==> src/rtl/proc_control_unit.sv <==
// proc_control_unit: instruction-sequencing FSM for the simple processor.
// Decodes IR = III_XXX_YYY and drives the bus-mux one-hot selector plus the
// register / A / G / IR load strobes over 1-3 execute steps per instruction.
// Optional feature macro: CU_INSTR_COUNT_EN adds the instr_count output,
// a wrapping counter of retired instructions (cycles with Done=1).
//
// state | meaning
// T0    | fetch: IRin follows Run, wait for Run
// T1    | first execute step (mv/mvi/mvnz/reserved finish here)
// T2    | ALU ops: second operand onto bus, G captures result
// T3    | ALU ops: G written back to Rx

module proc_control_unit #(
    parameter int IR_W  = 9
`ifdef CU_INSTR_COUNT_EN
    ,
    parameter int CNT_W = 16
`endif
) (
    input  logic              Clock,
    input  logic              Resetn,
    input  logic              Run,
    input  logic [IR_W-1:0]   IR,
    input  logic              Zero,
    output logic [9:0]        muxSeletor,
    output logic              DINout,
    output logic              Gout,
    output logic [7:0]        Rout,
    output logic [7:0]        Rin,
    output logic              IRin,
    output logic              Ain,
    output logic              Gin,
    output logic [1:0]        AluOp,
    output logic              Done
`ifdef CU_INSTR_COUNT_EN
    ,
    output logic [CNT_W-1:0]  instr_count
`endif
);

    localparam logic [1:0] T0 = 2'd0;
    localparam logic [1:0] T1 = 2'd1;
    localparam logic [1:0] T2 = 2'd2;
    localparam logic [1:0] T3 = 2'd3;

    localparam logic [2:0] OP_MV   = 3'b000;
    localparam logic [2:0] OP_MVI  = 3'b001;
    localparam logic [2:0] OP_ADD  = 3'b010;
    localparam logic [2:0] OP_SUB  = 3'b011;
    localparam logic [2:0] OP_AND  = 3'b100;
    localparam logic [2:0] OP_MVNZ = 3'b101;

    logic [1:0] r_state;
    logic [1:0] w_next;
    logic [2:0] w_op;
    logic [7:0] w_x_oh;
    logic [7:0] w_y_oh;

    assign w_op   = IR[8:6];
    assign w_x_oh = 8'd1 << IR[5:3];
    assign w_y_oh = 8'd1 << IR[2:0];

    // Next-state and output decode; everything is forced to 0 while in reset
    always_comb begin
        w_next     = r_state;
        muxSeletor = 10'd0;
        Rin        = 8'd0;
        IRin       = 1'b0;
        Ain        = 1'b0;
        Gin        = 1'b0;
        AluOp      = 2'b00;
        Done       = 1'b0;
        case (r_state)
            T0: begin
                IRin = Run;
                if (Run) w_next = T1;
            end
            T1: begin
                w_next = T0;
                case (w_op)
                    OP_MV: begin
                        muxSeletor = {w_y_oh, 2'b00};
                        Rin        = w_x_oh;
                        Done       = 1'b1;
                    end
                    OP_MVI: begin
                        muxSeletor = 10'b00_0000_0001;
                        Rin        = w_x_oh;
                        Done       = 1'b1;
                    end
                    OP_ADD, OP_SUB, OP_AND: begin
                        muxSeletor = {w_x_oh, 2'b00};
                        Ain        = 1'b1;
                        w_next     = T2;
                    end
                    OP_MVNZ: begin
                        if (!Zero) begin
                            muxSeletor = {w_y_oh, 2'b00};
                            Rin        = w_x_oh;
                        end
                        Done = 1'b1;
                    end
                    default: Done = 1'b1;
                endcase
            end
            T2: begin
                muxSeletor = {w_y_oh, 2'b00};
                Gin        = 1'b1;
                case (w_op)
                    OP_SUB:  AluOp = 2'b01;
                    OP_AND:  AluOp = 2'b10;
                    default: AluOp = 2'b00;
                endcase
                w_next = T3;
            end
            default: begin
                muxSeletor = 10'b00_0000_0010;
                Rin        = w_x_oh;
                Done       = 1'b1;
                w_next     = T0;
            end
        endcase
        if (!Resetn) begin
            muxSeletor = 10'd0;
            Rin        = 8'd0;
            IRin       = 1'b0;
            Ain        = 1'b0;
            Gin        = 1'b0;
            AluOp      = 2'b00;
            Done       = 1'b0;
        end
    end

    assign DINout = muxSeletor[0];
    assign Gout   = muxSeletor[1];
    assign Rout   = muxSeletor[9:2];

    // State register
    always_ff @(posedge Clock or negedge Resetn) begin
        if (!Resetn) r_state <= T0;
        else         r_state <= w_next;
    end

`ifdef CU_INSTR_COUNT_EN
    logic [CNT_W-1:0] r_instr_count;

    // Retired-instruction counter, wraps naturally at all-ones
    always_ff @(posedge Clock or negedge Resetn) begin
        if (!Resetn)   r_instr_count <= '0;
        else if (Done) r_instr_count <= r_instr_count + 1'b1;
    end

    assign instr_count = r_instr_count;
`endif

endmodule

==> config.mk <==
export PLATFORM = sky130hd
export DESIGN_NAME = proc_control_unit
export DESIGN_NICKNAME = d
export VERILOG_FILES = /design/src/rtl/proc_control_unit.sv
export SDC_FILE = /design/constraint.sdc
export NUM_CORES = 1
export LEC_CHECK = 0
export ABC_AREA = 1
export BUFFER_PORTS_ARGS = -buffer_cell sky130_fd_sc_hd__buf_2
export CAP_MARGIN = 20
export CORE_MARGIN = 2
export CORE_UTILIZATION = 44
export CTS_CLUSTER_SIZE = 10
export DETAILED_ROUTE_END_ITERATION = 10
export GPL_TIMING_DRIVEN = 0
export PLACE_DENSITY = 0.85
export SYNTH_ARGS = -nofsm -noshare
export SYNTH_HDL_FRONTEND = slang
export SYNTH_SLANG_ARGS = --single-unit
==> constraint.sdc <==
create_clock -name Clock -period 2.7 [get_ports Clock]
set_input_delay 0.27 -clock Clock [delete_from_list [all_inputs] [get_ports Clock]]
set_output_delay 0.27 -clock Clock [all_outputs]
set_load 0.03 [all_outputs]
After elaboration in Yosys (flattened, before gate mapping) --
Cells that the tools add are included.
Storage, ports and cells: bits in writable memories 0, memories 0, register bits 2, output and inout port bits 34, latch bits 0, memory bits (read-only) 0
Cells by class: magnitude comparators 0, mux-type cells 24, $add $sub $neg 0, equal/unequal tests 8, reductions and logical operators 5, divide/modulo/power cells 0, bitwise operators 0, shift operators 2, $mul 0
Operators by type and width (number):
- $pmux W10 S4 | 1
- $pmux W8 S2 | 2
- $pmux W10 S3 | 1
- $mux W10 | 2
- $mux W8 | 2
- $shl A1 B3 Y8 const A | 2
- $mux W1 | 9
- $mux W2 | 4
- $eq A3 B2 Y1 const B | 2
- $eq A3 B3 Y1 const B | 2
- $pmux W2 S3 | 1
- $pmux W2 S2 | 1
- $reduce_or A2 Y1 | 2
- $eq A3 B1 Y1 const B | 1
- $logic_not A3 Y1 | 1
- $reduce_or A3 Y1 | 1
- $eq A2 B1 Y1 const B | 1
- $eq A2 B2 Y1 const B | 1
- $logic_not A2 Y1 | 1
- $ne A2 B2 Y1 const B | 1
- $pmux W1 S2 | 1

Logic depth before layout (Yosys ltp) --
Gate-level depths: netlist (run 1).
depth in word-level cells 5, mapped depth 9, depth with buffers taken out 8

Worst setup path before layout (run 1) --
Ideal clock, no wire load.
path kind input to output, from input IR[7], to output muxSeletor[8], stages 8, data required time 2430 ps, arrival time 1546 ps, setup slack 884 ps, path through nor2_1 > nand2_1 > nand2_2 > nand2_1 > nand2_1 > nand2_1 > a21oi_1 > buf_4
On the way: word-level cells in the longest chain between the ends 5, elaborated cells between the ends (all ways) 10, classes of those cells eq/ne (5); mux (3); reduce/logical (2)
Ends and longest elaborated chain:
- from (decl) | line 23 | input logic [IR_W-1:0] IR,
- $eq A3 B3 Y1 or $eq A3 B2 Y1 (tied branches) | line 80 | case (w_op)
- $reduce_or A3 Y1 | line 80
- $pmux W10 S4 * | line 80
- $pmux W10 S3 * | line 73 | case (r_state)
- $mux W10 * | line 123 | if (!Resetn) begin
- to (decl) | line 25 | output logic [9:0] muxSeletor,
Every way passes the cells marked *; elsewhere a longest branch is shown, timed or not.

Worst setup path in the final report (run 1) --
from input Resetn, to output muxSeletor[7]
On the way: word-level cells in the longest chain between the ends 1
Ends and longest elaborated chain:
- from (decl) | line 21 | input logic Resetn,
- $mux W10 | line 123
No other way between the ends.

==> results of run 1 <==
-- layout make-up --
class | instances | area, sq um
Buffer | 10 | 75.1
Multi-Input combinational cell | 93 | 460
Clock buffer | 3 | 22.5
Timing Repair Buffer | 47 | 240
Sequential cell | 2 | 50.0
Tap cell | 16 | 20.0
Fill cell | 146 | 509
Inverter | 25 | 93.8
-- cells in the mapped netlist --
cell type / instances / share of area (%)
a21oi_1: 4 / 2.9
a21oi_4: 1 / 2.4
buf_4: 10 / 11
dfrtp_1: 2 / 7.4
inv_1: 19 / 10
inv_2: 6 / 3.3
nand2_1: 33 / 18
nand2_2: 4 / 3.7
nand3_1: 14 / 10
nand3_2: 1 / 1.5
nor2_1: 12 / 6.6
nor2_2: 4 / 3.7
nor2_4: 2 / 3.3
nor3_1: 13 / 9.6
nor4_1: 1 / 0.92
o211ai_2: 1 / 1.8
o21ai_0: 1 / 0.74
o21ai_1: 1 / 0.74
o21ai_2: 1 / 1.3
-- routing by layer --
layer	up-vias	share of wire, %
li1	503	-
met1	392	41
met2	33	52
met3	2	5.2
met4	0	1.5
met5	-	0
-- logic make-up after synthesis --
kind of cell	count (synthesis)
compound gates	9
buf+inv	35
flops	2
simple gates	84
-- power groups by stage --
stage / clock, uW / sequential [uW] / combinational [uW]
after floorplan: 0 / 60.3 / 203
after global placement: 0 / 62.6 / 263
after detailed placement: 0 / 63.3 / 270
after CTS: 70.3 / 63.3 / 271
after global routing: 70.6 / 65.4 / 295
final: 69.4 / 62.8 / 271
-- metrics by stage --
step	setup slack, ns	instances	util, %	instance area (sq um)
6_report	0.654	196	65.4	962
5_1_grt	0.540	196	65.4	962
4_1_cts	0.675	196	65.4	962
3_5_place_dp	0.953	192	63.2	930
3_3_place_gp	1.02	192	63.2	930
2_1_floorplan	0.884	130	-	679
-- worst max-delay path, stage by stage --
cell and delay, ns:
dlygate4sd3_1 0.54, buf_2 0.18, nand3_2 0.13, a21oi_4 0.20
nor2_2 0.05, o21ai_2 0.12, buf_4 0.11, buf_2 0.18
-- final timing paths --
check | from | end | slack (ns) | depth (start not counted)
max | Resetn | muxSeletor[7] | 0.65 | 8
min | Run | r_state[0] | 0.30 | 3
max reg2reg | r_state[0] | r_state[1] | 1.66 | 6
min reg2reg | r_state[0] | r_state[0] | 0.54 | 1
max in group asynchronous | Resetn | r_state[0] | 2.14 | 2
min in group asynchronous | Resetn | r_state[1] | 0.42 | 2
==> flow_summary.ini, run 1 <==
[logic_synthesis]
muxShareOfSynthArea_pct = 0
synthXorXnorAreaFrac_pct = 0
yosys_warnings = 0
synthSimpleGateAreaFrac_pct = 57.8
synth_nets = 143
syn_inst = 130
ys_seq_area_share_pct = 7.37
synthAdderAreaFrac_pct = 0
yosys_register_bits = 2
syn_area_per_cell_sq_um = 5.23
ys_types = 19
synth-compound-area-share_pct = 9.94
synth_top_family_by_area = simple AND/OR/NAND/NOR gates
syn_area_sq_um = 679

[placed_design]
gp_congestion = 0.798
io_buffers = 46
dp_hpwl_mm = 1.59

[route]
wire_per_inst_um = 9.66
drt_iter0_markers = 27
drtPass1Iterations = 5
vias_per_cell = 4.74
drc = 0
drt_wl_total_mm = 1.89
ant_nets = 0
vias = 930

[sta]
rsz0062_at_grt = no
fmax_mhz = 489
setup_tns_ns = 0
post-route-period-util_pct = 75.8
setup_viol = 0
tightest_slew_ns = 0.335
skew_ns = 0.00308
slew-limit-headroom_pct = 77.5
period_minus_slack_ns = 2.05
holdWs_ns = 0.300
hold_viol = 0
drv_slew = 0

[power_and_ir_drop]
p_seq_share_pct = 15.6
vdd_ir_drop_max_v = 0.000429
p_sw_share_pct = 57.2
p_comb_share_pct = 67.2
powerDensity_nw_per_um2 = 419
p_leak_uw = 0.000624
pwr-share-clk_pct = 17.2
intPower_uw = 173
p_total_uw = 403
switching_power_uw = 230

[cts]
clock_latency_ns = 0.23
cts_buffer_depth = 2
clk_pin_slew_ns = 0.03
htreeDepth = 1
cts_hold_buffers = 1
tritoncts.num_buffers = 3
clock_sinks = 2
postCtsResizedCells = 0
cts_tree = yes
cts_setup_buffers = 0
cts-root-buf = clkbuf_4

[floorplanning]
core_area_sq_um = 1470
die_y_um = 43.3
fp.dieArea_sq_um = 1870
die_w_um = 43.3
pin_count = 47
start_util_pct = 46.2
rows = 14

[layout]
final_cell_mix = 46 x buf_2, 33 x nand2_1, 19 x inv_1
drive_above_1_share_pct = 43.9
area_delta_synth_final_pct = 41.6
final_common_cell = buf_2
top_register = r_state
diodes = 0
largest_reg_flops = 2
reg.largest.list = r_state: 2 flops
fin_nets = 195

[setup_path]
cp.arrival_ns = 1.78
cp_max_fo = 7
cp.required_ns = 2.43
end_kind = primary output
startpoint_type = input pin
path_class = in2out

[run]
maxCapViolations = 0

[global_routing]
busiest_layer = met2
antenna_found_initial = 0
overflow = 0
use_met1_pct = 23.2
grt_pass1_wl_mm = 2.97
grt_start_max_net_pins = 8
grt_pass1_vias = 792
grt_usage_pct = 20.4
grtUsageMet3_pct = 2.98
grt_use_met2_pct = 36.1

[outcome]
outcome = finished clean

[hold_path]
hold_class = in2reg
Power figures use the tool's default switching activity.
==> run 2, diff against run 1 <==
--- a/config.mk
+++ b/config.mk
@@ -9,11 +9,11 @@
 export BUFFER_PORTS_ARGS = -buffer_cell sky130_fd_sc_hd__buf_2
 export CAP_MARGIN = 20
 export CORE_MARGIN = 2
-export CORE_UTILIZATION = 44
+export CORE_UTILIZATION = 41
 export CTS_CLUSTER_SIZE = 10
 export DETAILED_ROUTE_END_ITERATION = 10
 export GPL_TIMING_DRIVEN = 0
-export PLACE_DENSITY = 0.85
+export PLACE_DENSITY = 0.8
 export SYNTH_ARGS = -nofsm -noshare
 export SYNTH_HDL_FRONTEND = slang
 export SYNTH_SLANG_ARGS = --single-unit
==> constraint.sdc (replaced) <==
create_clock -name Clock -period 2 [get_ports Clock]
set_input_delay 0.2 -clock Clock [delete_from_list [all_inputs] [get_ports Clock]]
set_output_delay 0.2 -clock Clock [all_outputs]
set_load 0.03 [all_outputs]
==> flow_summary.ini, run 2 (synthesized netlist as in run 1, its figures left out) <==
[outcome]
outcome = finished clean

[layout]
final_cell_mix = 46 x buf_2, 33 x nand2_1, 19 x inv_1
reg.largest.list = r_state: 2 flops
area_delta_synth_final_pct = 41.6
diodes = 0
fin_nets = 195
fin_cells = 196
final_common_cell = buf_2
largest_reg_flops = 2
top_register = r_state
drive_above_1_share_pct = 43.9

[global_routing]
grt_start_max_net_pins = 8
grt_usage_pct = 20.4
grt_pass1_vias = 779
grt_pass1_wl_mm = 3.10
overflow = 0
antenna_found_initial = 0

[route]
drt_wl_total_mm = 1.83
vias = 925
drc = 0
wire_per_inst_um = 9.31
vias_per_cell = 4.72
ant_nets = 0
drt_iter0_markers = 21
drtPass1Iterations = 4

[cts]
cts_tree = yes
clock_latency_ns = 0.22
tritoncts.num_buffers = 3
htreeDepth = 1
clk_pin_slew_ns = 0.03
clock_sinks = 2
cts-root-buf = clkbuf_4
postCtsResizedCells = 0
cts_buffer_depth = 2
cts_setup_buffers = 0

[setup_path]
cp_cell_sequence = dlygate4sd3_1 -> buf_2 -> nand3_2 -> a21oi_4 -> nor2_2 -> o21ai_2 -> buf_4 -> buf_2
critical_path.top_delay_family = buffers and inverters
cp.arrival_ns = 1.68
critPathBufInv = 4
cp_max_fo = 7
end_kind = primary output
cp_slowest_cell = dlygate4sd3_1
slowest_delay_ns = 0.52
cpMostUsedCell = buf_2
cp.required_ns = 1.80
path_class = in2out
startpoint_type = input pin

[floorplanning]
fp.dieArea_sq_um = 2000
pin_count = 47
die_y_um = 44.7
rows = 14
start_util_pct = 44.6
die_w_um = 44.7
core_area_sq_um = 1520

[sta]
slew-limit-headroom_pct = 81.2
drv_slew = 0
post-route-period-util_pct = 93.9
setup_tns_ns = 0
setup_viol = 0
fin_ws_ns = 0.121
fmax_mhz = 532
rsz0062_at_grt = no
skew_ns = 0.000616
period_minus_slack_ns = 1.88
tightest_slew_ns = 0.279
holdWs_ns = 0.257
hold_viol = 0

[power_and_ir_drop]
vdd_ir_drop_max_v = 0.000448
p_leak_uw = 0.000624
powerDensity_nw_per_um2 = 553
p_total_uw = 532

[hold_path]
hold_class = in2reg

[run]
maxCapViolations = 0

[placed_design]
gp_congestion = 0.850
dp_hpwl_mm = 1.58
io_buffers = 46
dp.cells = 192
post-place-ws_ns = 0.404
## run 2: path summary, 6_finish.rpt
path                            start  cells past startpoint  slack (ns)            end
max                            Resetn                      8        0.12  muxSeletor[7]
min                               Run                      3        0.26     r_state[0]
max reg2reg                r_state[0]                      6        0.96     r_state[1]
min reg2reg                r_state[0]                      1        0.55     r_state[0]
max in group asynchronous      Resetn                      2        1.50     r_state[0]
min in group asynchronous      Resetn                      2        0.35     r_state[1]
## run 2: tightest hold or removal path: stages
cell and delay [ns]:
buf_2 0.09, inv_1 0.06, a21oi_1 0.07
## run 2: final cells by class
class / count / area, sq um
fillers: 149 / 562
multi-input cells: 93 / 460
repair buffers: 47 / 240
flip-flops and latches: 2 / 50.0
well taps: 16 / 20.0
inverters: 25 / 93.8
plain buffers: 10 / 75.1
clock buffers: 3 / 22.5
## run 2: routing by layer
metal  global-route usage (%)  up-vias  wire [um]
met1                     24.4      399        760
met4                     9.09        0         19
met2                     36.2       26        928
met5                        0        -          0
li1                         -      498          -
met3                     2.40        2        116
## run 2: what timing repair did
item,in CTS,in global routing
hold buffers,1,0
endpoints found under the hold margin,2,0
setup endpoints to repair,0,0
## run 2: report_power, final
group	switching (uW)	leakage [uW]	internal, uW
registers	26.9	0.0000253	57.9
logic	255	0.000585	109
clock network	18.4	0.0000138	65.8
total	300	0.000624	232
## run 2: metrics by stage
step           utilization (%)  area [sq um]
3_3_place_gp              61.0           930
2_1_floorplan                -           679
5_1_grt                   63.1           962
6_report                  63.1           962
3_5_place_dp              61.0           930
4_1_cts                   63.1           962
==> run 3, diff against run 2 <==
--- a/config.mk
+++ b/config.mk
@@ -8,7 +8,6 @@
 export ABC_AREA = 1
 export BUFFER_PORTS_ARGS = -buffer_cell sky130_fd_sc_hd__buf_2
 export CAP_MARGIN = 20
-export CORE_MARGIN = 2
 export CORE_UTILIZATION = 41
 export CTS_CLUSTER_SIZE = 10
 export DETAILED_ROUTE_END_ITERATION = 10
==> flow_summary.ini, run 3 (synthesized netlist as in run 1, its figures left out) <==
[global_routing]
overflow = 0
grt_pass1_wl_mm = 2.95
antenna_found_initial = 0
grt_pass1_vias = 776
grt_start_max_net_pins = 8
grt_usage_pct = 21.0

[hold_path]
min_from = Run
hold_class = in2reg

[setup_path]
cp_slowest_cell = dlygate4sd3_1
critPathBufInv = 4
setup.worst_path.start = Resetn
cp.arrival_ns = 1.67
reg2reg_from = r_state[0]
end_kind = primary output
path_class = in2out
cp_max_fo = 7
cp_cell_sequence = dlygate4sd3_1 -> buf_2 -> nand3_2 -> a21oi_4 -> nor2_2 -> o21ai_2 -> buf_4 -> buf_2
cpMostUsedCell = buf_2
critical_path.top_delay_family = buffers and inverters
startpoint_type = input pin
cp.required_ns = 1.80
slowest_delay_ns = 0.52

[cts]
clock_latency_ns = 0.24
postCtsResizedCells = 0
htreeDepth = 1
clock_sinks = 2
cts_tree = yes
clk_pin_slew_ns = 0.04
cts_buffer_depth = 2
cts-root-buf = clkbuf_4
cts_hold_buffers = 1
tritoncts.num_buffers = 3
cts_setup_buffers = 0

[floorplanning]
start_util_pct = 44.6
die_w_um = 42.7
fp.dieArea_sq_um = 1820
die_y_um = 42.7
pin_count = 47
rows = 14
core_area_sq_um = 1520

[sta]
rsz0062_at_grt = no
setup_viol = 0
drv_slew = 0
fin_ws_ns = 0.130
slew-limit-headroom_pct = 80.5
setup_tns_ns = 0
fmax_mhz = 535
post-route-period-util_pct = 93.5
hold_viol = 0
period_minus_slack_ns = 1.87
skew_ns = 0.00992
tightest_slew_ns = 0.290
holdWs_ns = 0.231

[run]
maxCapViolations = 0

[power_and_ir_drop]
powerDensity_nw_per_um2 = 571
p_leak_uw = 0.000624
vdd_ir_drop_max_v = 0.000461

[route]
drc = 0
drtPass1Iterations = 4
drt_wl_total_mm = 1.84
drt_iter0_markers = 16
ant_nets = 0
wire_per_inst_um = 9.39
vias = 932
vias_per_cell = 4.76

[layout]
final-seq-area_sq_um = 50.0
fin_nets = 195
drive_above_1_share_pct = 43.9
final_cell_mix = 46 x buf_2, 33 x nand2_1, 19 x inv_1
area_delta_synth_final_pct = 41.6
diodes = 0
multiInputGateArea_sq_um = 460
final_common_cell = buf_2
top_register = r_state
nFillCells = 162
reg.largest.list = r_state: 2 flops
largest_reg_flops = 2

[outcome]
outcome = finished clean

[placed_design]
post-place-ws_ns = 0.406
dp_hpwl_mm = 1.52
gp_congestion = 0.831
io_buffers = 46
-- run 3: cell counts in the layout (fill, tap and decap cells not counted) --
Identical to the previous run, type by type.
-- run 3: area by class of cell --
cell class / count / area share [%]
buffer: 10 / 7.80
clock buffer: 3 / 2.34
inverter: 25 / 9.75
multi-input combinational: 93 / 47.9
sequential: 2 / 5.20
tap: 16 / 2.08
timing repair buffer: 47 / 25.0
-- run 3: tightest hold or removal path, stage by stage --
cell	delay, ns
buf_2	0.10
inv_1	0.06
a21oi_1	0.07
-- run 3: path summary, 6_finish.rpt --
check | to | slack, ns | depth (start not counted)
min in group asynchronous | r_state[0] | 0.32 | 2
max | muxSeletor[7] | 0.13 | 8
max reg2reg | r_state[1] | 0.92 | 6
min | r_state[0] | 0.23 | 3
min reg2reg | r_state[0] | 0.57 | 1
max in group asynchronous | r_state[1] | 1.53 | 2
-- run 3: report_power, final --
| group | switching [uW] | total [uW] | internal [uW] |
|---|---|---|---|
| clock network | 31.2 | 98.0 | 66.8 |
| logic | 256 | 365 | 108 |
| registers | 28.5 | 86.3 | 57.8 |
-- run 3: layer usage --
metal,wire length (um),part of all wire (%),GRT usage (%),up-vias
li1,-,-,-,502
met1,797,43,23.1,395
met2,908,49,38.2,31
met3,98,5.3,2.55,4
met4,35,1.9,11.3,0
met5,0,0,0,-
-- run 3: stage by stage --
step	cells	instance area, sq um	power, uW	util (%)
6_report	196	962	549	63.1
5_1_grt	196	962	597	63.1
4_1_cts	196	962	545	63.1
3_5_place_dp	192	930	450	61.0
3_3_place_gp	192	930	442	61.0
2_1_floorplan	130	679	356	-
